`src/rtl/deser8_pkg.sv`:
```
// Shared types and sizes for the deser8 serial-to-parallel receiver.
// Optional parity frame bit is enabled by defining DESER8_PARITY_EN.
package deser8_pkg;
  localparam int FRAME_BITS = 8;
  localparam int SLOT_W     = 3;
  localparam logic [SLOT_W-1:0] LAST_SLOT = SLOT_W'(FRAME_BITS - 1);

  typedef enum logic [1:0] {
    IDLE   = 2'd0,
    RECV   = 2'd1,
    PARITY = 2'd2
  } state_t;
endpackage

```
`src/rtl/dec3to8.sv`:
```
// One-hot decoder turning the write position into per-bit byte write enables.
module dec3to8
  import deser8_pkg::*;
(
  input  logic [SLOT_W-1:0]     i_sel,
  input  logic                  i_en,
  output logic [FRAME_BITS-1:0] o_onehot
);
  always_comb begin
    o_onehot = '0;
    if (i_en) o_onehot[i_sel] = 1'b1;
  end
endmodule

```
`src/rtl/deser8.sv`:
```
// Serial-to-parallel byte receiver with a valid/ready output and overrun pulse.
// Define DESER8_PARITY_EN to expect an even-parity 9th bit after each frame.
module deser8
  import deser8_pkg::*;
#(
  parameter bit MSB_FIRST = 1'b0
) (
  input  logic                  clk,
  input  logic                  reset,
  input  logic                  in_valid,
  input  logic                  in_bit,
  input  logic                  start,
  output logic [FRAME_BITS-1:0] out_data,
  output logic                  out_valid,
  input  logic                  out_ready,
  output logic [SLOT_W-1:0]     slot,
  output logic                  busy,
  output logic                  overrun,
  output logic                  parity_err
);
  state_t                  r_state;
  state_t                  w_state_nxt;
  logic [SLOT_W-1:0]       r_slot;
  logic [SLOT_W-1:0]       w_slot_nxt;
  logic [FRAME_BITS-1:0]   r_frame;
  logic [FRAME_BITS-1:0]   r_out_data;
  logic                    r_out_valid;
  logic                    r_overrun;
  logic                    r_parity_err;

  logic                    w_restart;
  logic                    w_data_bit;
  logic [SLOT_W-1:0]       w_wr_slot;
  logic [SLOT_W-1:0]       w_wr_pos;
  logic [FRAME_BITS-1:0]   w_wr_en;
  logic [FRAME_BITS-1:0]   w_frame_base;
  logic [FRAME_BITS-1:0]   w_frame_wr;
  logic                    w_done;
  logic                    w_load;
  logic                    w_drop;
  logic                    w_perr;

  // A start bit always lands in slot 0 and wipes any partial frame.
  assign w_restart    = in_valid & start;
  assign w_data_bit   = in_valid & (start | (r_state == RECV));
  assign w_wr_slot    = w_restart ? '0 : r_slot;
  assign w_wr_pos     = MSB_FIRST ? (LAST_SLOT - w_wr_slot) : w_wr_slot;
  assign w_frame_base = w_restart ? '0 : r_frame;
  assign w_frame_wr   = (w_frame_base & ~w_wr_en) | (w_wr_en & {FRAME_BITS{in_bit}});

  dec3to8 u_dec (
    .i_sel    (w_wr_pos),
    .i_en     (w_data_bit),
    .o_onehot (w_wr_en)
  );

`ifdef DESER8_PARITY_EN
  assign w_perr = ^{w_frame_wr, in_bit};
`else
  assign w_perr = 1'b0;
`endif

  always_comb begin
    w_state_nxt = r_state;
    w_slot_nxt  = r_slot;
    w_done      = 1'b0;
    if (w_restart) begin
      w_state_nxt = RECV;
      w_slot_nxt  = SLOT_W'(1);
    end else if (in_valid) begin
      case (r_state)
        RECV: begin
          if (r_slot == LAST_SLOT) begin
`ifdef DESER8_PARITY_EN
            // slot stays at 7 until the parity bit closes the frame
            w_state_nxt = PARITY;
`else
            w_state_nxt = IDLE;
            w_slot_nxt  = '0;
            w_done      = 1'b1;
`endif
          end else begin
            w_slot_nxt = r_slot + SLOT_W'(1);
          end
        end
`ifdef DESER8_PARITY_EN
        PARITY: begin
          w_state_nxt = IDLE;
          w_slot_nxt  = '0;
          w_done      = 1'b1;
        end
`endif
        default: ;
      endcase
    end
  end

  assign w_load = w_done & (~r_out_valid | out_ready);
  assign w_drop = w_done & r_out_valid & ~out_ready;

  always_ff @(posedge clk) begin
    if (reset) begin
      r_state      <= IDLE;
      r_slot       <= '0;
      r_frame      <= '0;
      r_out_data   <= '0;
      r_out_valid  <= 1'b0;
      r_overrun    <= 1'b0;
      r_parity_err <= 1'b0;
    end else begin
      r_state   <= w_state_nxt;
      r_slot    <= w_slot_nxt;
      r_frame   <= w_frame_wr;
      r_overrun <= w_drop;
      if (w_load) begin
        r_out_data   <= w_frame_wr;
        r_out_valid  <= 1'b1;
        r_parity_err <= w_perr;
      end else if (out_ready) begin
        r_out_valid <= 1'b0;
      end
    end
  end

  assign out_data   = r_out_data;
  assign out_valid  = r_out_valid;
  assign slot       = r_slot;
  assign busy       = (r_state != IDLE);
  assign overrun    = r_overrun;
  assign parity_err = r_parity_err;
endmodule
```
`config.mk`:
```
export PLATFORM = sky130hd
export DESIGN_NAME = deser8
export DESIGN_NICKNAME = d
export VERILOG_FILES = /design/src/rtl/deser8_pkg.sv /design/src/rtl/dec3to8.sv /design/src/rtl/deser8.sv
export SDC_FILE = /design/constraint.sdc
export NUM_CORES = 1
export LEC_CHECK = 0
export ABC_AREA = 1
export CORE_ASPECT_RATIO = 1.5
export CORE_MARGIN = 3
export CORE_UTILIZATION = 48
export CTS_BUF_LIST = sky130_fd_sc_hd__clkbuf_8
export CTS_CLUSTER_DIAMETER = 50
export DETAILED_ROUTE_END_ITERATION = 10
export GPL_TIMING_DRIVEN = 0
export PLACE_DENSITY = 0.75
export SLEW_MARGIN = 20
export SYNTH_ARGS = -nofsm -noshare
export SYNTH_HDL_FRONTEND = slang
export SYNTH_SLANG_ARGS = --single-unit
```
`constraint.sdc`:
```
create_clock -name clk -period 3.8 [get_ports clk]
set_clock_uncertainty 0.15 [all_clocks]
set_input_delay 0.76 -clock clk [delete_from_list [all_inputs] [get_ports clk]]
set_output_delay 0.76 -clock clk [all_outputs]
set_load 0.01 [all_outputs]
```
==> metrics.txt, run 1 <==
antenna viol nets, final=0; post_cts resized=0; residual DRC count=0; CP peak stage delay=0.59 ns; synth cell count leaders=inv_1 (30), nand2_1 (27), dfxtp_1 (22); fin crit share=0.587; Hold WC Path Type=reg2reg; Initial Util=0.513; chip width=44.3 um; Post-Syn Nets=160; Inserted Diodes=0; I/O pins=21; Mapped Area=1050 um^2; critical path fanouts, max=5; CP bufs+invs=1; Mapped Cells=152; fin area=1330 um^2; crit-path leading delay family=buffers and inverters; vias in the first global route=910; CTS Buf Count=3; H-tree depth=1; number of port buffers=18; pwr/cell area=370 nW/um^2; WP data required=2.89 ns; EDFF count, synth=0; Final setup viols=0; final number of max-transition violations=0; Overflow after GRT=0; Max VDD drop=0.334 mV; initial antenna violation count=0; synth warn=0; HPWL Detailed=1.59 mm; CORE AREA=2050 um^2; Synth-to-Final Area Change=26.5%; CTS Root Cell=clkbuf_8; nets=183; Yosys top cell area share=0.418; Synth async-reset ratio=0; Static Leakage=0.529 nW; vias per inst=4.96; min Tclk post-route=2.23 ns; top sig layer=met4; WL met1=886 um; RSZ-0062 raised after global routing=false; Die Area=2800 um^2; number of max-cap violations=0; Rel. slew slack=0.649; CP arrival=1.32 ns; FILL cells=203; register cell area after layout=440 um^2; multi-input logic area=472 um^2; worst-path cell chain=clkdlybuf4s50_1; final hold violation count=0; first-pass GRT wire length=3.79 mm; via count=973; dpl cell area=1260 um^2; clk slew on worst S/H paths=0.08 ns; Worst-Margin Slew=0.527 ns; WL final=2.20 mm; dominant cell type by area after synthesis=dfxtp_1; clock latency on the worst-skew pair=0.27 ns; Worst setup EP type=output port; GP Congestion=0.769; CTS tree=yes; ranking of synthesized cells by area=dfxtp_1 (42%), inv_1 (11%), nand2_1 (9.6%), a21oi_1 (8.6%), nand3_1 (7.6%); Max clock buf depth=2; DR WL met3=77 um; Total Routing Usage GR=0.178; synth unique cells=22; die height=63.4 um; syn avg cell area=6.93 um^2; status=completed; setup TNS=0 ns; Setup CP Type=reg2out; Worst setup SP type=flop; FF+latch count, synth=22; share of cells above drive strength 1=0.0747; DRT iter0 DRCs=24; CP max stage cell=clkdlybuf4s50_1; pin count of the biggest net entering global routing=14; main flop type after synthesis=dfxtp_1; Tot Pwr=493 uW; Core Rows=20; post-synthesis sequential area ratio=0.418; most common cell in the synthesized netlist=inv_1; post-CTS setup buffer count=0; max frequency=449 MHz; DR WL/cell=11.2 um; final core utilization=0.649; WL met2=1.19 mm; Hold-fix buffers, CTS=0; CTS Sinks=22; First-pass DRT Iterations=4
[through the flow]
stage | instances | worst slack [ns] | hold slack [ns]
floorplan | 152 | 2.13 | 0.366
global placement | 192 | 1.43 | 0.366
detailed placement | 192 | 1.39 | 0.375
CTS | 196 | 1.56 | 0.389
global route | 196 | 1.50 | 0.413
finish | 196 | 1.57 | 0.384
[sequential cells by signal, indices dropped and copies added, names as in the netlist]
signal,count
out_data,8
r_frame,8
slot,3
out_valid,1
overrun,1
r_state,1
[power breakdown]
| part | internal [mW] | total, mW | leakage [nW] | switching, mW |
|---|---|---|---|---|
| Combinational | 0.0152 | 0.0376 | 0.316 | 0.0224 |
| Clock | 0.141 | 0.217 | 0.0357 | 0.0763 |
| Sequential | 0.234 | 0.238 | 0.178 | 0.00417 |
| Total | 0.390 | 0.493 | 0.529 | 0.103 |
[layer usage]
layer | vias to the layer above | track usage
met2 | 22 | 0.307
met4 | 0 | 0.0830
met3 | 5 | 0.0286
met1 | 434 | 0.206
met5 | - | 0
li1 | 512 | -
[logic make-up after synthesis]
| family | Yosys count | share of synthesized area |
|---|---|---|
| AOI/OAI and AO/OA | 23 | 0.122 |
| adders and majority gates | 2 | 0.0237 |
| buffers and inverters | 36 | 0.134 |
| DFF | 22 | 0.418 |
| other | 1 | 0.00356 |
| and+or+nand+nor | 68 | 0.298 |
[placed cells by master, fill, tap and decap left out, drive strengths merged]
master	instances
nand2	30
bufinv	1
clkinv	1
buf	3
nand4	1
nand3	16
a211oi	1
conb	1
a21oi	18
nor2	17
ha	2
clkbuf	5
clkdlybuf4s50	18
nor3	4
o21ai	4
inv	30
dfxtp	22
[cell type report]
cell class | count | share of cell area
Multi-Input combinational cell | 94 | 0.354
Tap cell | 22 | 0.0207
Clock inverter | 1 | 0.0225
Buffer | 5 | 0.0178
Clock buffer | 3 | 0.0310
Timing Repair Buffer | 18 | 0.135
Inverter | 31 | 0.0883
Sequential cell | 22 | 0.331
[path summary, 6_finish.rpt]
kind,start,end,slack [ns],depth (start not counted)
max reg2reg,slot[0]$_SDFFE_PP0P_,out_data[3]$_SDFFE_PP0P_,1.96,9
min,out_data[1]$_SDFFE_PP0P_,out_data[1]$_SDFFE_PP0P_,0.38,4
min reg2reg,out_data[1]$_SDFFE_PP0P_,out_data[1]$_SDFFE_PP0P_,0.38,4
max,slot[0]$_SDFFE_PP0P_,slot[0],1.57,1
No activity file was read; power rests on OpenSTA's default activity.
==> run 2, diff against run 1 <==
- CORE_UTILIZATION: 48 -> 47
- PLACE_DENSITY: 0.75 -> 0.77
- clock period: 3.8 -> 2.05 ns (I/O delays scaled with it)
==> run 2 against run 1 <==
  * Clock power up 88%
  * Sequential cell count stayed put
  * Combinational power rose by 88%
  * Highest routed layer unchanged
  * Register-to-register slack lost 1.8 ns
  * Routed wire length grew 1.2%
  * Critical path type unchanged
  * Power up 86%
==> metrics.txt, run 2 (same netlist as run 1, synthesis figures left out) <==
Core Rows=20 (unchanged); min Tclk post-route=1.86 ns; Initial Util=0.507 (-0.00619); WP data required=1.49 ns (-1.40 ns); CTS Sinks=22 (unchanged); register cell area after layout=440 um^2 (unchanged); CP arrival=1.30 ns (-0.02 ns); antenna viol nets, final=0 (unchanged); pwr/cell area=689 nW/um^2 (+86%); share of cells above drive strength 1=0.0747 (unchanged); First-pass DRT Iterations=4 (unchanged); routing usage on met2=0.311 (+0.00458); Inserted Diodes=0 (unchanged); fin crit share=0.908; Max VDD drop=0.491 mV (+47%); Static Leakage=0.529 nW (unchanged); CP max stage cell=clkdlybuf4s50_1; most common cell after layout, fill and taps aside=inv_1; Final setup viols=0 (unchanged); vias per inst=5.12 (+3.2%); CORE AREA=2080 um^2 (+1.2%); Hold-fix buffers, CTS=0 (unchanged); Worst-Margin Slew=0.487 ns (-0.0392 ns); GP Congestion=0.736 (-4.2%); WL final=2.23 mm (+1.2%); Synth-to-Final Area Change=26.5% (unchanged); worst-path cell chain=clkdlybuf4s50_1; Total Routing Usage GR=0.177 (-0.000874); Worst setup EP type=output port; Worst setup SP type=flop; Setup CP Type=reg2out; dpl ws=-0.0150 ns (-1.40 ns); Final Non-Filler Cells=196 (unchanged); final setup margin=0.189 ns (-1.38 ns); Overflow after GRT=0 (unchanged); status=completed; chip width=44.7 um (+0.92%); CP peak stage delay=0.58 ns (about the same); RSZ-0062 raised after global routing=false; M3 GR Usage=0.0254 (-0.00322); number of max-cap violations=0 (unchanged); critical path fanouts, max=5 (unchanged); FILL cells=192 (-5.4%); initial antenna violation count=0 (unchanged); Rel. slew slack=0.672 (+0.0227); GR peak layer=met2; final number of max-transition violations=0 (unchanged); H-tree depth=1 (unchanged); pin count of the biggest net entering global routing=14 (unchanged); post-CTS setup buffer count=0 (unchanged); clk slew on worst S/H paths=0.08 ns (about the same); CP bufs+invs=1 (unchanged); first-pass GRT wire length=3.82 mm (+0.71%); HPWL Detailed=1.58 mm (-0.11%); die height=64.0 um (+0.96%); GR Layer Usage met1=0.201 (-0.00427); Tot Pwr=918 uW (+86%); vias in the first global route=917 (+0.77%); Die Area=2860 um^2 (+1.9%); post_cts resized=0 (unchanged); Hold WC Path Type=reg2reg; number of port buffers=18 (unchanged); DR WL/cell=11.4 um (+1.2%); dpl cell area=1260 um^2 (unchanged); crit-path leading delay family=buffers and inverters; DRT iter0 DRCs=28 (+17%); Max clock buf depth=2 (unchanged); CTS Root Cell=clkbuf_8; nets=183 (unchanged); max frequency=537 MHz; CTS tree=yes; multi-input logic area=472 um^2 (unchanged); CTS Buf Count=3 (unchanged); clock latency on the worst-skew pair=0.27 ns (about the same); final hold violation count=0 (unchanged); fin area=1330 um^2 (unchanged); I/O pins=21 (unchanged); Hold WS=0.384 ns (+0.000559 ns); placed cell count=192 (unchanged); residual DRC count=0 (unchanged); most frequent cells in the layout=inv_1 (30), nand2_1 (27), dfxtp_1 (22), a21oi_1 (18), clkdlybuf4s50_1 (18); via count=1004 (+3.2%)
run 2: cell counts in the layout (fill, tap and decap cells not counted):
No cell type changed its count.
run 2: per-stage QoR:
step / TNS, ns / utilization
5_1_grt: 0 / 0.642
3_5_place_dp: -0.0193 / 0.607
2_1_floorplan: 0 / -
6_report: 0 / 0.642
4_1_cts: 0 / 0.642
3_3_place_gp: 0 / 0.607
run 2: final timing paths:
| path | from | endpoint | slack [ns] | cells after the start |
|---|---|---|---|---|
| max | slot[0]$_SDFFE_PP0P_ | slot[0] | 0.19 | 1 |
| min | out_data[4]$_SDFFE_PP0P_ | out_data[4]$_SDFFE_PP0P_ | 0.38 | 4 |
| max reg2reg | slot[0]$_SDFFE_PP0P_ | out_data[2]$_SDFFE_PP0P_ | 0.21 | 9 |
| min reg2reg | out_data[4]$_SDFFE_PP0P_ | out_data[4]$_SDFFE_PP0P_ | 0.38 | 4 |
run 2: area by class of cell:
cell class / instances / share of cell area
plain buffers: 5 / 0.0178
clock buffers: 3 / 0.0310
clock inverters: 1 / 0.0225
inverters: 31 / 0.0883
multi-input cells: 94 / 0.354
flip-flops and latches: 22 / 0.331
well taps: 22 / 0.0207
repair buffers: 18 / 0.135
run 2: metal layers:
metal,part of all wire,up-vias,wire [um]
met1,0.42,454,926
met2,0.52,28,1150
met3,0.046,5,103
met5,0,-,0
met4,0.023,0,51
li1,-,517,-
run 2: report_power, final:
| group | switching [mW] | total [mW] | internal (mW) | leakage (nW) |
|---|---|---|---|---|
| registers | 0.00718 | 0.440 | 0.433 | 0.178 |
| logic | 0.0426 | 0.0708 | 0.0283 | 0.316 |
| clock network | 0.146 | 0.407 | 0.261 | 0.0357 |
| total | 0.195 | 0.918 | 0.722 | 0.529 |
==> run 3, diff against run 2 <==
- CTS_CLUSTER_SIZE: not set -> 40
==> results of run 3 <==
No change in the layout: final DEF, timing and power equal those of run 2.
==> variant 1: new RTL, settings of run 3 <==
The package constant `SLOT_W` goes from 3 to 6.
--- a/src/rtl/deser8_pkg.sv
+++ b/src/rtl/deser8_pkg.sv
@@ -3,5 +3,5 @@
 package deser8_pkg;
   localparam int FRAME_BITS = 8;
-  localparam int SLOT_W     = 3;
+  localparam int SLOT_W     = 6;
   localparam logic [SLOT_W-1:0] LAST_SLOT = SLOT_W'(FRAME_BITS - 1);
 
Ports: changed (resized slot); port bits go from 21 to 24. No check against the original RTL was run, so the function may have changed too.
==> variant 1 against run 3 <==
  * Maximum frequency about the same
  * Worst setup slack improved by 0.00078 ns
  * Global-route usage rose by 0.14 points
  * Via count is 20% higher
  * Synthesized cell count grew 22%
  * Sequential cell count up 3
  * Wire length up 24%
  * Total power down 7.1%
  * Worst hold slack worse by 0.031 ns
  * Utilization decreased by 1.2 points
  * Sequential power rose by 13%
  * Synthesized area is 20% higher
  * Final area is 18% higher
  * Critical path type unchanged
==> variant 1: results (changes against run 3) <==
Outcome
  – Status: complete, no violations (unchanged)

Routing
  – 1st-iter DRT viols: 22 (was 28)
  – Final WL: 2760 um (was 2231 um)
  – Post-DR wirelength/cell: 11.17 um (was 11.38 um)
  – DR vias/cell: 4.874 (was 5.122)

Placed design
  – Number of port buffers: 22 (was 18)
  – DP Area: 1530 um2 (was 1261 um2)
  – Post-DP HPWL: 2219 um (was 1583 um)
  – Gpl congestion: 0.8849 (was 0.7359)
  – Post-placement cell count: 243 (was 192)

Min path
  – Hold Startpoint: r_frame[3] (was out_data[4])
  – Hold Path Depth: 2 (was 4)

Cells and area
  – Fill count: 246 (was 192)
  – Ratio of cells with drive above 1 in the final layout: 10.43% (was 7.471%)
  – Nets: 219 (was 183)

Synthesis
  – XOR/XNOR share of the synthesized area: 0.6924% (was 0%)
  – Post-Syn Nets: 192 (was 160)
  – Synth Area in Adders: 0.9891% (was 2.375%)
  – Sequential share of the synthesized area: 39.56% (was 41.81%)
  – Yosys cell types: 30 (was 22)
  – Commonest cells post-synth: nand2_1, nor2_1, inv_1, dfxtp_1, nand3_1 (was inv_1, nand2_1, dfxtp_1, a21oi_1)
  – Ranking of synthesized cells by area: dfxtp_1, nand2_1, nor2_1 (was dfxtp_1, inv_1, nand2_1)

Power
  – Worst vdd rail ir drop: 412.1 uV (was 491.3 uV)
  – Static Leak: 0.6683 nW (was 0.5294 nW)

Global route
  – Largest net degree at the start of global routing: 15 (was 14)
  – First-pass GRT wire length: 4899 um (was 3815 um)
  – Gr usage total: 17.88% (was 17.75%)
[variant 1: cell count changes in the layout (fill, tap and decap cells not counted), sizes merged, moves of 2 or more]
| cell | change |
|---|---|
| a21oi | -9 |
| o21ai | +4 |
| clkdlybuf4s50 | +4 |
| clkinv | +2 |
| nor2 | +14 |
| dfxtp | +3 |
| nand2 | +17 |
| nand4 | +3 |
[variant 1: area by class of cell]
type                    instances  share of cell area, %
repair buffers                 22                  13.97
flip-flops and latches         25                  31.75
inverters                      31                  7.698
well taps                      36                  2.857
plain buffers                   5                  2.460
clock inverters                 1                 0.3175
multi-input cells             124                  38.33
clock buffers                   3                  2.619
[variant 1: through the flow]
step                setup WS, ns  hold slack (ns)  power, mW  util, %
finish                    0.1898           0.3537     0.8526    62.94
global route              0.1123           0.3739     0.8960    62.94
CTS                       0.1828           0.3548     0.8611    62.94
detailed placement       0.04869           0.3430     0.5757    61.09
global placement         0.09832           0.3280     0.5738    61.09
floorplan                 0.5138           0.3169     0.5446        -
[variant 1: where the power goes]
part           internal [mW]  switching [mW]  total [mW]
clock                  0.136           0.152       0.288
sequential             0.490         0.00630       0.497
combinational         0.0267          0.0415      0.0682
[variant 1: how the worst max path moves through the flow]
stage                        endpoint  slack (ns)  startpoint  cells after the start
after detailed placement      slot[3]        0.05    in_valid                      6
final                         slot[0]        0.19     slot[0]                      1
after CTS                     slot[3]        0.18     slot[3]                      1
after global routing          slot[3]        0.11     slot[3]                      1
after global placement     r_frame[6]         0.1    in_valid                      9
after floorplan           out_data[3]        0.51     slot[0]                      7
[variant 1: per-layer routing]
metal | GRT usage [%] | wire [um] | part of all wire, %
met5 | 0 | 0 | 0
met4 | 7.278 | 72 | 2.6
met1 | 18.95 | 1111 | 40
met2 | 33.90 | 1480 | 54
met3 | 3.226 | 96 | 3.5
==> variant 2: new RTL, settings of run 3 <==
Without the edit above. The output `overrun` loses its register stage (`r_overrun` becomes a continuous assignment).
--- a/src/rtl/deser8.sv
+++ b/src/rtl/deser8.sv
@@ -106,5 +106,4 @@
       r_out_data   <= '0;
       r_out_valid  <= 1'b0;
-      r_overrun    <= 1'b0;
       r_parity_err <= 1'b0;
     end else begin
@@ -112,5 +111,4 @@
       r_slot    <= w_slot_nxt;
       r_frame   <= w_frame_wr;
-      r_overrun <= w_drop;
       if (w_load) begin
         r_out_data   <= w_frame_wr;
@@ -123,4 +121,6 @@
   end
 
+  assign r_overrun = w_drop;
+
   assign out_data   = r_out_data;
   assign out_valid  = r_out_valid;
Formal check against the unedited RTL: no difference found for any inputs over 10 cycles, from zero or initial values and one cycle with reset high; that may be too few to reach the edited logic, so the function may still have changed.
==> variant 2 against run 3 <==
  * Wire length is 1.8% higher
  * Utilization decreased by 0.60 points
  * Sequential cell count shrank 1
  * Count of clock-buffer cells in the layout unchanged
  * Synthesized area shrank 0.83%
  * Total power down 18%
  * Final area shrank 0.94%
  * Register-to-register slack improved by 0.15 ns
  * Synthesized cell count shrank 0.66%
  * Worst setup slack got worse by 0.039 ns
  * Non-clock buffer count grew 2
  * Die area shrank 0.73%
  * Combinational power hardly changed
==> variant 2: results (changes against run 3) <==
Global route
  – Vias in the first global route: 956 (was 917)
  – First-pass GRT wire length: 3829 um (was 3815 um)
  – Largest net degree at the start of global routing: 12 (was 14)
  – Initial antenna violation count: 0 (unchanged)
  – Gr usage total: 17.56% (was 17.75%)

Worst setup path
  – CP delay by family, top: flip-flops (was buffers and inverters)
  – Critical Path Sink: overrun (was slot[0])
  – Data arrival, critical path: 1.34 ns (was 1.30 ns)
  – Largest fanout on the critical path: 4 (was 5)
  – CP max-delay cell: dfxtp_4 (was clkdlybuf4s50_1)
  – R2r endpoint: out_data[2] (unchanged)
  – Worst R2R Setup Slack: 0.36 ns (was 0.21 ns)
  – Worst reg2reg path depth: 9 (unchanged)
  – Crit path from: slot[0] (unchanged)
  – Crit-path max cell delay: 0.37 ns (was 0.58 ns)

Outcome
  – Status: complete, no violations (unchanged)

Synthesis
  – Commonest cells post-synth: nand2_1, inv_1, dfxtp_1, a21oi_1 (was inv_1, nand2_1, dfxtp_1, a21oi_1)
  – Async set or reset register ratio after synthesis: 0% (unchanged)
  – Mean Syn Cell Area: 6.919 um2 (was 6.931 um2)
  – Sequential share of the synthesized area: 40.24% (was 41.81%)
  – Yosys warns: 0 (unchanged)
  – Post-Syn Nets: 159 (was 160)
  – Yosys cell types: 21 (was 22)
  – Ranking of synthesized cells by area: dfxtp_1, nand2_1, inv_1 (was dfxtp_1, inv_1, nand2_1)

Placed design
  – DP Area: 1242 um2 (was 1261 um2)
  – Number of port buffers: 17 (was 18)
  – Post-DP HPWL: 1640 um (was 1583 um)
  – Gpl congestion: 0.8483 (was 0.7359)
  – Pre-CTS WS: -0.4187 ns (was -0.01504 ns)
  – Post-placement cell count: 190 (was 192)

Timing
  – Fin crit share: 92.66% (was 90.78%)

Routing
  – Drt pass-1 iters: 4 (unchanged)
  – DR vias/cell: 5.030 (was 5.122)
  – 1st-iter DRT viols: 29 (was 28)
  – Post-DR wirelength/cell: 11.47 um (was 11.38 um)

Cells and area
  – Ratio of cells with drive above 1 in the final layout: 11.36% (was 7.471%)
  – Finished Layout Cells: 198 (was 196)
  – Antenna cell count: 0 (unchanged)

Clocking
  – Root Driver: clkbuf_8 (unchanged)
  – Num CTS Buffers: 3 (unchanged)
  – Clk slew on worst S/H paths: 0.08 ns (about the same)
  – Later-pin clock latency in the skew report: 0.26 ns
  – CTS max path bufs: 2 (unchanged)
  – CTS H-tree lvls: 1 (unchanged)

Power
  – Worst vdd rail ir drop: 415.7 uV (was 491.3 uV)
  – Static Leak: 0.5509 nW (was 0.5294 nW)

Min path
  – Worst Hold Class: in2reg (was reg2reg)
-- variant 2: worst min-delay path by stage --
| stage | startpoint | end | slack, ns | depth (start not counted) |
|---|---|---|---|---|
| finish | reset | slot[0] | 0.32 | 2 |
| global route | reset | slot[0] | 0.33 | 2 |
| CTS | reset | slot[0] | 0.33 | 2 |
| detailed placement | out_data[3] | out_data[3] | 0.37 | 4 |
| global placement | out_data[7] | out_data[7] | 0.36 | 4 |
| floorplan | r_frame[7] | r_frame[7] | 0.36 | 4 |
-- variant 2: per-layer routing --
| metal | vias to the layer above | GRT usage (%) | share of wire, % |
|---|---|---|---|
| met5 | - | 0 | 0 |
| met2 | 33 | 32.37 | 53 |
| met1 | 442 | 18.87 | 41 |
| li1 | 515 | - | - |
| met3 | 6 | 2.817 | 4.4 |
| met4 | 0 | 6.415 | 1.6 |
-- variant 2: kinds of logic after synthesis --
group / after synthesis / share of synthesized area [%]
AOI/OAI and AO/OA: 21 / 11.62
adders and majority gates: 2 / 2.395
buffers and inverters: 35 / 13.53
DFF: 21 / 40.24
other: 1 / 0.3589
and+or+nand+nor: 71 / 31.86
-- variant 2: power breakdown --
part,switching (mW),internal [mW]
Clock,0.131,0.133
Sequential,0.00481,0.412
Combinational,0.0434,0.0274
-- variant 2: layout make-up --
cell class / count / area, um2
buffer: 4 / 20.02
sequential: 21 / 427.9
inverter: 31 / 121.4
clock buffer: 3 / 41.29
timing repair buffer: 21 / 192.7
multi-input combinational: 95 / 485.5
fill: 196 / 757.0
tap: 22 / 27.53
clock inverter: 1 / 3.754
-- variant 2: what timing repair did --
| item | CTS | global route |
|---|---|---|
| setup endpoints to repair | 1 | 1 |
| resized for setup | 9 | 2 |
| pin swaps | 1 | 2 |
| setup buffers | 1 | 3 |
